File: src/rtl/tile_pkg.sv
// tile_pkg: opcodes, screen geometry and FSM state types shared by the UART
// command front-end and the tile screen generator.
package tile_pkg;
    localparam logic [7:0] OP_RIGHT = 8'h72;
    localparam logic [7:0] OP_DOWN  = 8'h64;
    localparam logic [7:0] OP_PAT   = 8'h70;
    localparam logic [7:0] OP_WRITE = 8'h77;
    localparam logic [7:0] ROWS = 8'd8;
    localparam logic [7:0] COLS = 8'd80;
    localparam logic [7:0] PATS = 8'd4;
    localparam int ROW_W  = 3;
    localparam int COL_W  = 7;
    localparam int ADDR_W = ROW_W + COL_W;
    typedef enum logic [1:0] {WAIT_OP, GET_ROW, GET_COL, GET_PAT} parse_state_e;
    typedef enum logic [1:0] {RX_IDLE, RX_START, RX_DATA, RX_STOP} rx_state_e;
endpackage

File: src/rtl/uart_tile_cmd_if.sv
// uart_tile_cmd_if: decoded command strobes, tile write port and raw byte status.
interface uart_tile_cmd_if;
    import tile_pkg::*;
    logic              right_tick;
    logic              down_tick;
    logic              pattern_tick;
    logic              wr_en;
    logic [ADDR_W-1:0] wr_addr;
    logic [2:0]        wr_data;
    logic              rx_valid;
    logic [7:0]        rx_byte;
    logic              frame_err;
    logic              cmd_err;
    modport master (output right_tick, down_tick, pattern_tick, wr_en, wr_addr, wr_data,
                    rx_valid, rx_byte, frame_err, cmd_err);
    modport slave  (input  right_tick, down_tick, pattern_tick, wr_en, wr_addr, wr_data,
                    rx_valid, rx_byte, frame_err, cmd_err);
endinterface

File: src/rtl/uart_rx_os.sv
// uart_rx_os: 8N1 receiver with 2-flop rx synchronizer and OVS-times oversampling.
module uart_rx_os import tile_pkg::*; #(
    parameter int CLK_HZ = 50000000,
    parameter int BAUD   = 19200,
    parameter int OVS    = 16
) (
    input  logic       clk,
    input  logic       rst_n,
    input  logic       rx,
    output logic       s_tick,
    output logic       rx_valid,
    output logic [7:0] rx_byte,
    output logic       frame_err
);
    localparam int DIV = CLK_HZ / (BAUD * OVS);
    localparam int DW  = DIV > 1 ? $clog2(DIV) : 1;
    localparam int NW  = $clog2(OVS);

    logic [1:0]    sync_q;
    logic [DW-1:0] div_q, div_d;
    rx_state_e     st_q, st_d;
    logic [NW-1:0] n_q, n_d;
    logic [2:0]    b_q, b_d;
    logic [7:0]    sh_q, sh_d, byte_q, byte_d;
    logic          valid_q, valid_d, ferr_q, ferr_d;
    logic          rx_s;

    assign rx_s      = sync_q[1];
    assign s_tick    = div_q == DW'(DIV - 1);
    assign div_d     = s_tick ? '0 : div_q + DW'(1);
    assign rx_valid  = valid_q;
    assign rx_byte   = byte_q;
    assign frame_err = ferr_q;

    always_comb begin
        st_d    = st_q;
        n_d     = n_q;
        b_d     = b_q;
        sh_d    = sh_q;
        byte_d  = byte_q;
        valid_d = 1'b0;
        ferr_d  = 1'b0;
        if (s_tick) begin
            case (st_q)
                RX_IDLE: begin
                    st_d = rx_s ? RX_IDLE : RX_START;
                    n_d  = '0;
                end
                // mid start bit: a line already back high was only a glitch
                RX_START: begin
                    n_d = n_q + NW'(1);
                    if (n_q == NW'(OVS / 2 - 1)) begin
                        st_d = rx_s ? RX_IDLE : RX_DATA;
                        n_d  = '0;
                        b_d  = '0;
                    end
                end
                RX_DATA: begin
                    n_d = n_q + NW'(1);
                    if (n_q == NW'(OVS - 1)) begin
                        sh_d = {rx_s, sh_q[7:1]};
                        b_d  = b_q + 3'd1;
                        st_d = b_q == 3'd7 ? RX_STOP : RX_DATA;
                    end
                end
                default: begin
                    n_d = n_q + NW'(1);
                    if (n_q == NW'(OVS - 1)) begin
                        st_d    = RX_IDLE;
                        valid_d = rx_s;
                        ferr_d  = !rx_s;
                        byte_d  = rx_s ? sh_q : byte_q;
                    end
                end
            endcase
        end
    end

    always_ff @(posedge clk or negedge rst_n) begin
        if (!rst_n) begin
            sync_q  <= 2'b11;
            div_q   <= '0;
            st_q    <= RX_IDLE;
            n_q     <= '0;
            b_q     <= '0;
            sh_q    <= '0;
            byte_q  <= '0;
            valid_q <= 1'b0;
            ferr_q  <= 1'b0;
        end else begin
            sync_q  <= {sync_q[0], rx};
            div_q   <= div_d;
            st_q    <= st_d;
            n_q     <= n_d;
            b_q     <= b_d;
            sh_q    <= sh_d;
            byte_q  <= byte_d;
            valid_q <= valid_d;
            ferr_q  <= ferr_d;
        end
    end
endmodule

File: src/rtl/uart_tile_cmd.sv
// uart_tile_cmd: decodes UART bytes into cursor/pattern ticks and tile RAM writes.
// Optional UART_TILE_TIMEOUT_EN aborts a stalled 'w' packet after TIMEOUT_BITS bit-times.
module uart_tile_cmd import tile_pkg::*; #(
    parameter int CLK_HZ       = 50000000,
    parameter int BAUD         = 19200,
    parameter int OVS          = 16,
    parameter int TIMEOUT_BITS = 64
) (
    input  logic clk,
    input  logic rst_n,
    input  logic rx,
    uart_tile_cmd_if.master cmd
);
    logic         s_tick, rx_valid, frame_err;
    logic [7:0]   rx_byte;
    parse_state_e state_q, state_d;
    logic [ROW_W-1:0]  row_q, row_d;
    logic [COL_W-1:0]  col_q, col_d;
    logic              bad_q, bad_d, bad_now;
    logic              right_q, right_d, down_q, down_d, pat_q, pat_d;
    logic              wr_en_q, wr_en_d, cmd_err_q, cmd_err_d;
    logic [ADDR_W-1:0] wr_addr_q, wr_addr_d;
    logic [2:0]        wr_data_q, wr_data_d;

    uart_rx_os #(.CLK_HZ(CLK_HZ), .BAUD(BAUD), .OVS(OVS)) u_rx (
        .clk(clk), .rst_n(rst_n), .rx(rx), .s_tick(s_tick),
        .rx_valid(rx_valid), .rx_byte(rx_byte), .frame_err(frame_err)
    );

    assign cmd.right_tick   = right_q;
    assign cmd.down_tick    = down_q;
    assign cmd.pattern_tick = pat_q;
    assign cmd.wr_en        = wr_en_q;
    assign cmd.wr_addr      = wr_addr_q;
    assign cmd.wr_data      = wr_data_q;
    assign cmd.cmd_err      = cmd_err_q;
    assign cmd.rx_valid     = rx_valid;
    assign cmd.rx_byte      = rx_byte;
    assign cmd.frame_err    = frame_err;

`ifdef UART_TILE_TIMEOUT_EN
    localparam int TO_LIMIT = TIMEOUT_BITS * OVS;
    localparam int TW = $clog2(TO_LIMIT + 1);
    logic [TW-1:0] idle_q, idle_d;
    assign idle_d = (state_q == WAIT_OP || rx_valid) ? '0 : idle_q + TW'(s_tick);
    always_ff @(posedge clk or negedge rst_n) begin
        if (!rst_n) idle_q <= '0;
        else        idle_q <= idle_d;
    end
`else
    logic unused_sig;
    assign unused_sig = s_tick & (TIMEOUT_BITS > 0);
`endif

    always_comb begin
        state_d   = state_q;
        row_d     = row_q;
        col_d     = col_q;
        bad_d     = bad_q;
        bad_now   = 1'b0;
        right_d   = 1'b0;
        down_d    = 1'b0;
        pat_d     = 1'b0;
        wr_en_d   = 1'b0;
        cmd_err_d = 1'b0;
        wr_addr_d = wr_addr_q;
        wr_data_d = wr_data_q;
        if (rx_valid) begin
            case (state_q)
                WAIT_OP: begin
                    right_d   = rx_byte == OP_RIGHT;
                    down_d    = rx_byte == OP_DOWN;
                    pat_d     = rx_byte == OP_PAT;
                    state_d   = rx_byte == OP_WRITE ? GET_ROW : WAIT_OP;
                    cmd_err_d = !(right_d || down_d || pat_d || rx_byte == OP_WRITE);
                end
                GET_ROW: begin
                    row_d   = rx_byte[ROW_W-1:0];
                    bad_d   = bad_q | (rx_byte >= ROWS);
                    state_d = GET_COL;
                end
                GET_COL: begin
                    col_d   = rx_byte[COL_W-1:0];
                    bad_d   = bad_q | (rx_byte >= COLS);
                    state_d = GET_PAT;
                end
                default: begin
                    bad_now   = bad_q | (rx_byte >= PATS);
                    wr_en_d   = !bad_now;
                    cmd_err_d = bad_now;
                    wr_addr_d = bad_now ? wr_addr_q : {row_q, col_q};
                    wr_data_d = bad_now ? wr_data_q : {1'b1, rx_byte[1:0]};
                    bad_d     = 1'b0;
                    state_d   = WAIT_OP;
                end
            endcase
        end
`ifdef UART_TILE_TIMEOUT_EN
        else if (state_q != WAIT_OP && idle_q == TW'(TO_LIMIT)) begin
            state_d   = WAIT_OP;
            bad_d     = 1'b0;
            cmd_err_d = 1'b1;
        end
`endif
    end

    always_ff @(posedge clk or negedge rst_n) begin
        if (!rst_n) begin
            state_q   <= WAIT_OP;
            row_q     <= '0;
            col_q     <= '0;
            bad_q     <= 1'b0;
            right_q   <= 1'b0;
            down_q    <= 1'b0;
            pat_q     <= 1'b0;
            wr_en_q   <= 1'b0;
            cmd_err_q <= 1'b0;
            wr_addr_q <= '0;
            wr_data_q <= '0;
        end else begin
            state_q   <= state_d;
            row_q     <= row_d;
            col_q     <= col_d;
            bad_q     <= bad_d;
            right_q   <= right_d;
            down_q    <= down_d;
            pat_q     <= pat_d;
            wr_en_q   <= wr_en_d;
            cmd_err_q <= cmd_err_d;
            wr_addr_q <= wr_addr_d;
            wr_data_q <= wr_data_d;
        end
    end
endmodule

File: src/flat_wrapper.sv
// flat-port wrapper written by rule: the top's interface ports become plain ports
module uart_tile_cmd_flat import tile_pkg::*;
#(
    parameter int CLK_HZ       = 50000000,
    parameter int BAUD         = 19200,
    parameter int OVS          = 16,
    parameter int TIMEOUT_BITS = 64
)
  (clk, rst_n, rx, cmd_right_tick, cmd_down_tick, cmd_pattern_tick, cmd_wr_en, cmd_wr_addr, cmd_wr_data, cmd_rx_valid, cmd_rx_byte, cmd_frame_err, cmd_cmd_err);
  uart_tile_cmd_if cmd_i ();
  input  logic clk;
  input  logic rst_n;
  input  logic rx;
  output wire logic [$bits(cmd_i.right_tick)-1:0] cmd_right_tick;
  output wire logic [$bits(cmd_i.down_tick)-1:0] cmd_down_tick;
  output wire logic [$bits(cmd_i.pattern_tick)-1:0] cmd_pattern_tick;
  output wire logic [$bits(cmd_i.wr_en)-1:0] cmd_wr_en;
  output wire logic [$bits(cmd_i.wr_addr)-1:0] cmd_wr_addr;
  output wire logic [$bits(cmd_i.wr_data)-1:0] cmd_wr_data;
  output wire logic [$bits(cmd_i.rx_valid)-1:0] cmd_rx_valid;
  output wire logic [$bits(cmd_i.rx_byte)-1:0] cmd_rx_byte;
  output wire logic [$bits(cmd_i.frame_err)-1:0] cmd_frame_err;
  output wire logic [$bits(cmd_i.cmd_err)-1:0] cmd_cmd_err;
  assign cmd_right_tick = cmd_i.right_tick;
  assign cmd_down_tick = cmd_i.down_tick;
  assign cmd_pattern_tick = cmd_i.pattern_tick;
  assign cmd_wr_en = cmd_i.wr_en;
  assign cmd_wr_addr = cmd_i.wr_addr;
  assign cmd_wr_data = cmd_i.wr_data;
  assign cmd_rx_valid = cmd_i.rx_valid;
  assign cmd_rx_byte = cmd_i.rx_byte;
  assign cmd_frame_err = cmd_i.frame_err;
  assign cmd_cmd_err = cmd_i.cmd_err;
  uart_tile_cmd #(.CLK_HZ(CLK_HZ), .BAUD(BAUD), .OVS(OVS), .TIMEOUT_BITS(TIMEOUT_BITS)) u_core (.clk(clk), .rst_n(rst_n), .rx(rx), .cmd(cmd_i));
endmodule
File: config.mk
export PLATFORM = sky130hd
export DESIGN_NAME = uart_tile_cmd_flat
export DESIGN_NICKNAME = d
export VERILOG_FILES = /design/src/rtl/tile_pkg.sv /design/src/rtl/uart_tile_cmd_if.sv /design/src/rtl/uart_rx_os.sv /design/src/rtl/uart_tile_cmd.sv /design/src/flat_wrapper.sv
export SDC_FILE = /design/constraint.sdc
export NUM_CORES = 1
export LEC_CHECK = 0
export ABC_AREA = 1
export CAP_MARGIN = 40
export CORE_UTILIZATION = 39
export DETAILED_ROUTE_END_ITERATION = 7
export PLACE_DENSITY = 0.71
export SLEW_MARGIN = 20
export SYNTH_ARGS = -nofsm -noshare
export SYNTH_HDL_FRONTEND = slang
export SYNTH_SLANG_ARGS = --single-unit
File: constraint.sdc
create_clock -name clk -period 1.5 [get_ports clk]
set_input_delay 0.3 -clock clk [delete_from_list [all_inputs] [get_ports clk]]
set_output_delay 0.3 -clock clk [all_outputs]
set_load 0.005 [all_outputs]
# == Yosys cells after proc, flatten, opt, wreduce, memory -nomap -nowiden ==
# Index checks and enable logic that the tools add are counted.
# classes
bitwise,7
n_reduce_logical,21
n_mux,32
n_eq_ne,14
add_sub_neg,3
magnitude_cmp,3
# ops
op,n
$eq A8 B7 Y1 const B,4
$mux W1,18
$pmux W2 S3,2
$reduce_and A4 Y1,3
$add A8 B1 Y8 const B,1
$eq A8 B8 Y1 const B,1
$ge A8 B3 Y1 const B,1
$ge A8 B4 Y1 const B,1
$ge A8 B7 Y1 const B,1
$mux W2,4
$mux W8,1
$pmux W4 S2,1
$mux W3,2
$pmux W3 S2,1
$reduce_and A2 Y1,3
$reduce_and A3 Y1,2
$reduce_or A3 Y1,2
$add A4 B1 Y4 const B,1
$eq A2 B1 Y1 const B,2
$eq A2 B2 Y1 const B,2
$eq A4 B3 Y1 const B,1
$eq A4 B4 Y1 const B,1
$logic_not A2 Y1,2
$mux W4,1
12 further kinds,22
# word_totals
regBits,68
in_bits,3
out_inout_bits,28
word_cells,100

# == Longest topological paths before layout ==
# logic_depth
depth_word,7
depth_mapped,10
depth_no_buf,9

# == By module ==
# From an unflattened synthesis, not the netlist that was laid out.
# hier_totals
cells_unflattened,369
hier_area_um2,3188.1
# modules_own_cells
module,area_per_inst_um2,cells_each,n_inst
uart_rx_os,1774.2,206,1
uart_tile_cmd,1413.9,163,1

# == Least setup slack after synthesis ==
# OpenSTA, ideal clock, no wires.
# synth_timing
path_kind,reg2reg
from,reg u_core.u_rx.div_q[0]
to,reg u_core.u_rx.n_q[3]
synth_period_minus_slack_ns,1.432
setup_slack_ns,0.068
setup_ns,0.121
t_arrival_ns,1.311
stages_incl_launch_ff,9
path_cell_list,dfrtp_1 ha_1 nor3b_2 nand2_2 buf_6 nor2_1 or2_2 inv_1 nor2_1
# synth_between
elab_chain_cells,1
# synth_rtl
element,line_no,source
from (decl),uart_rx_os.sv:20,"logic [DW-1:0] div_q, div_d;"
from (signal assigned),uart_rx_os.sv:92,div_q <= div_d;
$eq A8 B8 Y1,uart_rx_os.sv:29,assign s_tick = div_q == DW'(DIV - 1);
to (signal assigned),uart_rx_os.sv:94,n_q <= n_d;
to (decl),uart_rx_os.sv:22,"logic [NW-1:0] n_q, n_d;"
# Every way passes these cells.
# A chain may end at the register's enable or synchronous reset.

# == Worst setup path in the final report ==
# layout_timing
from,reg u_core.u_rx.div_q[1]
to,"reg u_core.u_rx.ferr_q, in the netlist u_core.u_rx.frame_err"
# layout_between
elab_chain_cells,2
# layout_rtl
element,line_no,source
$eq A8 B8 Y1,uart_rx_os.sv:29,
$mux W1,uart_rx_os.sv:43,if (s_tick) begin
named net u_core.u_rx.ferr_d,uart_rx_os.sv:25,"logic valid_q, valid_d, ferr_q, ferr_d;"
to (signal assigned),uart_rx_os.sv:99,ferr_q <= ferr_d;
to (decl),uart_rx_os.sv:25,
# The timed path passes the listed nets, and every way through them passes these cells.

==> metrics <==
number of antenna diodes 0; vertical die dimension around 90 um; All-Layer GR Usage 16.1%; area overhead of the layout relative to synthesis 30.2%; layout cell share with drive strength beyond 1 between 10% and 20%; Clock Power Share between 40% and 50%; #FFs+latches synth 68; Detail Route Antenna Nets 0; kind of path behind the tightest hold check reg -> reg; buffer levels on the longest clock path 2; multi-input combinational cell area 1210 um^2; total number of vias approximately 2400; count of buffers from port buffering 30; depth of the worst register-to-register path 8; pin count of the biggest net entering global routing 44; layout net count 425; cell count after synthesis around 340; arrival time at the worst endpoint ~1800 ps; total global routing overflow 0; Worst setup EP type flip-flop; startpoint type of the worst setup path flip-flop; Worst Path Class, Setup reg -> reg; R2R Setup Slk -50 ps; hold path startpoint u_core.u_rx.sync_q[0]; Reg2Reg Launch Point u_core.u_rx.div_q[1]; cell internal pwr 2580 uW; final routed wire length divided by cell count roughly 12 um; failing checks setup timing; most used flip-flop cell after synthesis sky130_fd_sc_hd__dfrtp_1; Hold Path Sink u_core.u_rx.sync_q[1]; run status finished, violations left; TritonCTS Buffers 9; antenna violations before repair 0; Die ar. 8120 um^2; post-detailed-route DRC marker count 0; clock network latency to the later pin of the worst-skew pair between 300 and 400 ps; area post-placement around 3600 um^2; Iter 0 DRT Violations 95; CTS tree built; least setup slack across all paths after layout -45.7 ps; final total power approximately 3300 uW; number of sinks driven by the clock tree 68; PwrDens about 830 nW/um^2; placer's final routability congestion estimate roughly 0.84; fraction of the cycle the final worst path needs 103%; number of nets produced by synthesis about 360; H-tree depth reported by CTS 3; largest clock skew in the final design about 9.0 ps; Mapped Avg Cell Area slightly below 9 um^2; share of synthesized flip-flops with an asynchronous set or reset 100%; YS warnings 0; number of setup violations in the final report 15; list of most frequent post-synthesis cells sky130_fd_sc_hd__nand2_1, sky130_fd_sc_hd__dfrtp_1, sky130_fd_sc_hd__o21ai_0; combinational power share approximately 1.7%; number of filler instances in the final layout ~700; DRT Wirelength 6030 um; floorplan core area about 7400 um^2; initial standard-cell utilization of the core between 40 and 50%; required time at the endpoint of the critical path between 1500 and 2000 ps; top area cells in the synthesized netlist sky130_fd_sc_hd__dfrtp_1, sky130_fd_sc_hd__nand2_1, sky130_fd_sc_hd__o21ai_0, sky130_fd_sc_hd__ha_1, sky130_fd_sc_hd__nor2_1; proportion of synthesized chip area in sequential cells roughly 56%; flip-flop and latch area between 1500 and 2000 um^2; clock root buffer master sky130_fd_sc_hd__clkbuf_8; Via density 4.63; Fmax 647 MHz; remaining max-slew budget at the tightest pin 75.9%; Slew Viols, Final 0; worst-margin pin slew between 300 and 400 ps; horizontal die dimension ~90 um; Post-Layout Cell Count 517; Cell Count Post-Placement around 500; HPWL Detailed around 4400 um; area share of the largest cell type after synthesis a little over half; clock slew seen by the registers of the worst setup and hold paths 70 ps; setup repair after global routing missed its margin yes; finished layout cell area around 3900 um^2; via count of the first global-routing pass 2414; WHS Path Cells 0; time the worst path needs with I/O delays and setup between 1500 and 2000 ps; global-route wire length before repair 10500 um; endpoints failing hold 0; Pre-Repair DR Iteration Count 4; leakage power total around 0.0023 uW; switch share between 20% and 30%; EDFF count, synth 0; total number of placement rows 31; critical-path maximum fanout 6; number of distinct library cells after synthesis 32; Yosys top cell by area sky130_fd_sc_hd__dfrtp_1; cell with the most instances after synthesis sky130_fd_sc_hd__nand2_1; I/O pins 31; Sw Pwr between 600 and 700 uW; largest vdd supply drop around 0.38 mV; capture instance of the worst register-to-register path u_core.u_rx.frame_err; total standard cell area after synthesis just over 3000 um^2; fraction of power consumed by sequential logic 56.6%; Max-Cap Viols 0
==> cells by family after synthesis <==
group                      synth area share [%]
AOI/OAI and AO/OA                          6.82
xor gates and xnor gates                  0.579
DFF                                        56.3
buffers and inverters                      5.58
adders and majority gates                  3.72
muxes                                     0.372
and+or+nand+nor                            26.7
==> registers in the layout (all words and copies together) (netlist names), 2 cells and up <==
| register | cells |
|---|---|
| u_core.cmd.wr_addr | 10 |
| u_core.u_rx.div_q | 8 |
| u_core.u_rx.rx_byte | 8 |
| u_core.u_rx.sh_q | 8 |
| u_core.col_q | 7 |
| u_core.u_rx.n_q | 4 |
| u_core.cmd.wr_data | 3 |
| u_core.row_q | 3 |
| u_core.u_rx.b_q | 3 |
| u_core.state_q | 2 |
| u_core.u_rx.st_q | 2 |
| u_core.u_rx.sync_q | 2 |
==> worst max path at each step <==
stage	start	end	slack, ps	depth (start not counted)
after global placement	u_core.u_rx.div_q[1]	u_core.u_rx.b_q[0]	6	8
after detailed placement	u_core.u_rx.div_q[1]	u_core.u_rx.b_q[0]	-6	8
after CTS	u_core.u_rx.div_q[1]	u_core.u_rx.rx_byte[1]	-50	9
after global routing	u_core.u_rx.div_q[1]	u_core.u_rx.rx_byte[4]	-180	9
after floorplan	u_core.u_rx.div_q[0]	u_core.u_rx.n_q[3]	70	8
final	u_core.u_rx.div_q[1]	u_core.u_rx.frame_err	-50	8
==> through the flow <==
stage / util [%] / hold slack (ps) / worst slack, ps / setup TNS (ps)
final: 53.5 / 357 / -45.7 / -338
after global routing: 53.5 / 366 / -176 / -3180
after CTS: 51.9 / 355 / -45.2 / -282
after detailed placement: 48.7 / 205 / -6.11 / -6.11
after floorplan: - / 4.41 / 68.4 / 0
after global placement: 48.7 / 203 / 6.40 / 0
==> final cells by class <==
type,count,share of cell area [%]
Timing Repair Buffer,64,15.4
Sequential cell,68,43.3
Inverter,31,2.95
Clock buffer,14,4.38
Multi-Input combinational cell,239,30.6
Clock inverter,2,0.254
Tap cell,99,3.14
==> power by group through the flow <==
stage	Sequential (uW)	Clock, uW	Combinational, uW
floorplan	1870	0	4.38
global placement	1870	0	54.1
detailed placement	1870	0	54.7
CTS	1840	1400	56.5
global route	1840	1490	62.5
finish	1840	1360	53.9
==> metal layers <==
metal  part of all wire, %  vias to the layer above  wire [um]  GRT usage, %
li1                      -                     1233          -             -
met1                    44                     1110       2670          19.1
met2                    50                       43       3050          27.8
met3                   3.5                        8        209          3.89
met4                   1.8                        0        106          6.72
met5                     0                        -          0             0
==> what timing repair did <==
action                     CTS  global route
hold endpoints to repair    10             0
pin swaps                    5             5
resized for setup           15            29
setup buffers                4             6
setup endpoints to repair   11            42
hold buffers                 1             0
cloned                       1             1
==> layout by cell type (no fill, tap or decap), types with 3 or more instances in the layout <==
cell	netlist	final
sky130_fd_sc_hd__buf_4	1	29
sky130_fd_sc_hd__inv_2	3	3
sky130_fd_sc_hd__dfrtp_1	66	63
sky130_fd_sc_hd__nand2_1	119	117
sky130_fd_sc_hd__dfrtp_2	0	3
sky130_fd_sc_hd__nor2_1	29	27
sky130_fd_sc_hd__dlygate4sd2_1	0	10
sky130_fd_sc_hd__clkbuf_8	0	12
sky130_fd_sc_hd__ha_1	9	8
sky130_fd_sc_hd__dlymetal6s2s_1	0	13
sky130_fd_sc_hd__o21ai_1	0	7
sky130_fd_sc_hd__clkdlybuf4s50_1	0	6
sky130_fd_sc_hd__o21ai_0	31	24
sky130_fd_sc_hd__nor2_4	2	4
sky130_fd_sc_hd__nand2_4	1	3
sky130_fd_sc_hd__a21oi_1	7	7
sky130_fd_sc_hd__nand3_1	19	19
sky130_fd_sc_hd__nand2_2	3	4
sky130_fd_sc_hd__inv_1	28	28
==> worst max-delay path, cell delays in order (launching register included) <==
cell and delay (ps):
sky130_fd_sc_hd__dfrtp_1 380, sky130_fd_sc_hd__inv_1 60, sky130_fd_sc_hd__ha_2 150, sky130_fd_sc_hd__nor3b_4 210, sky130_fd_sc_hd__nand2_4 110, sky130_fd_sc_hd__nor2_4 180, sky130_fd_sc_hd__nand2_4 110, sky130_fd_sc_hd__buf_4 150
sky130_fd_sc_hd__nor2_1 120
Power figures use the tool's default switching activity.
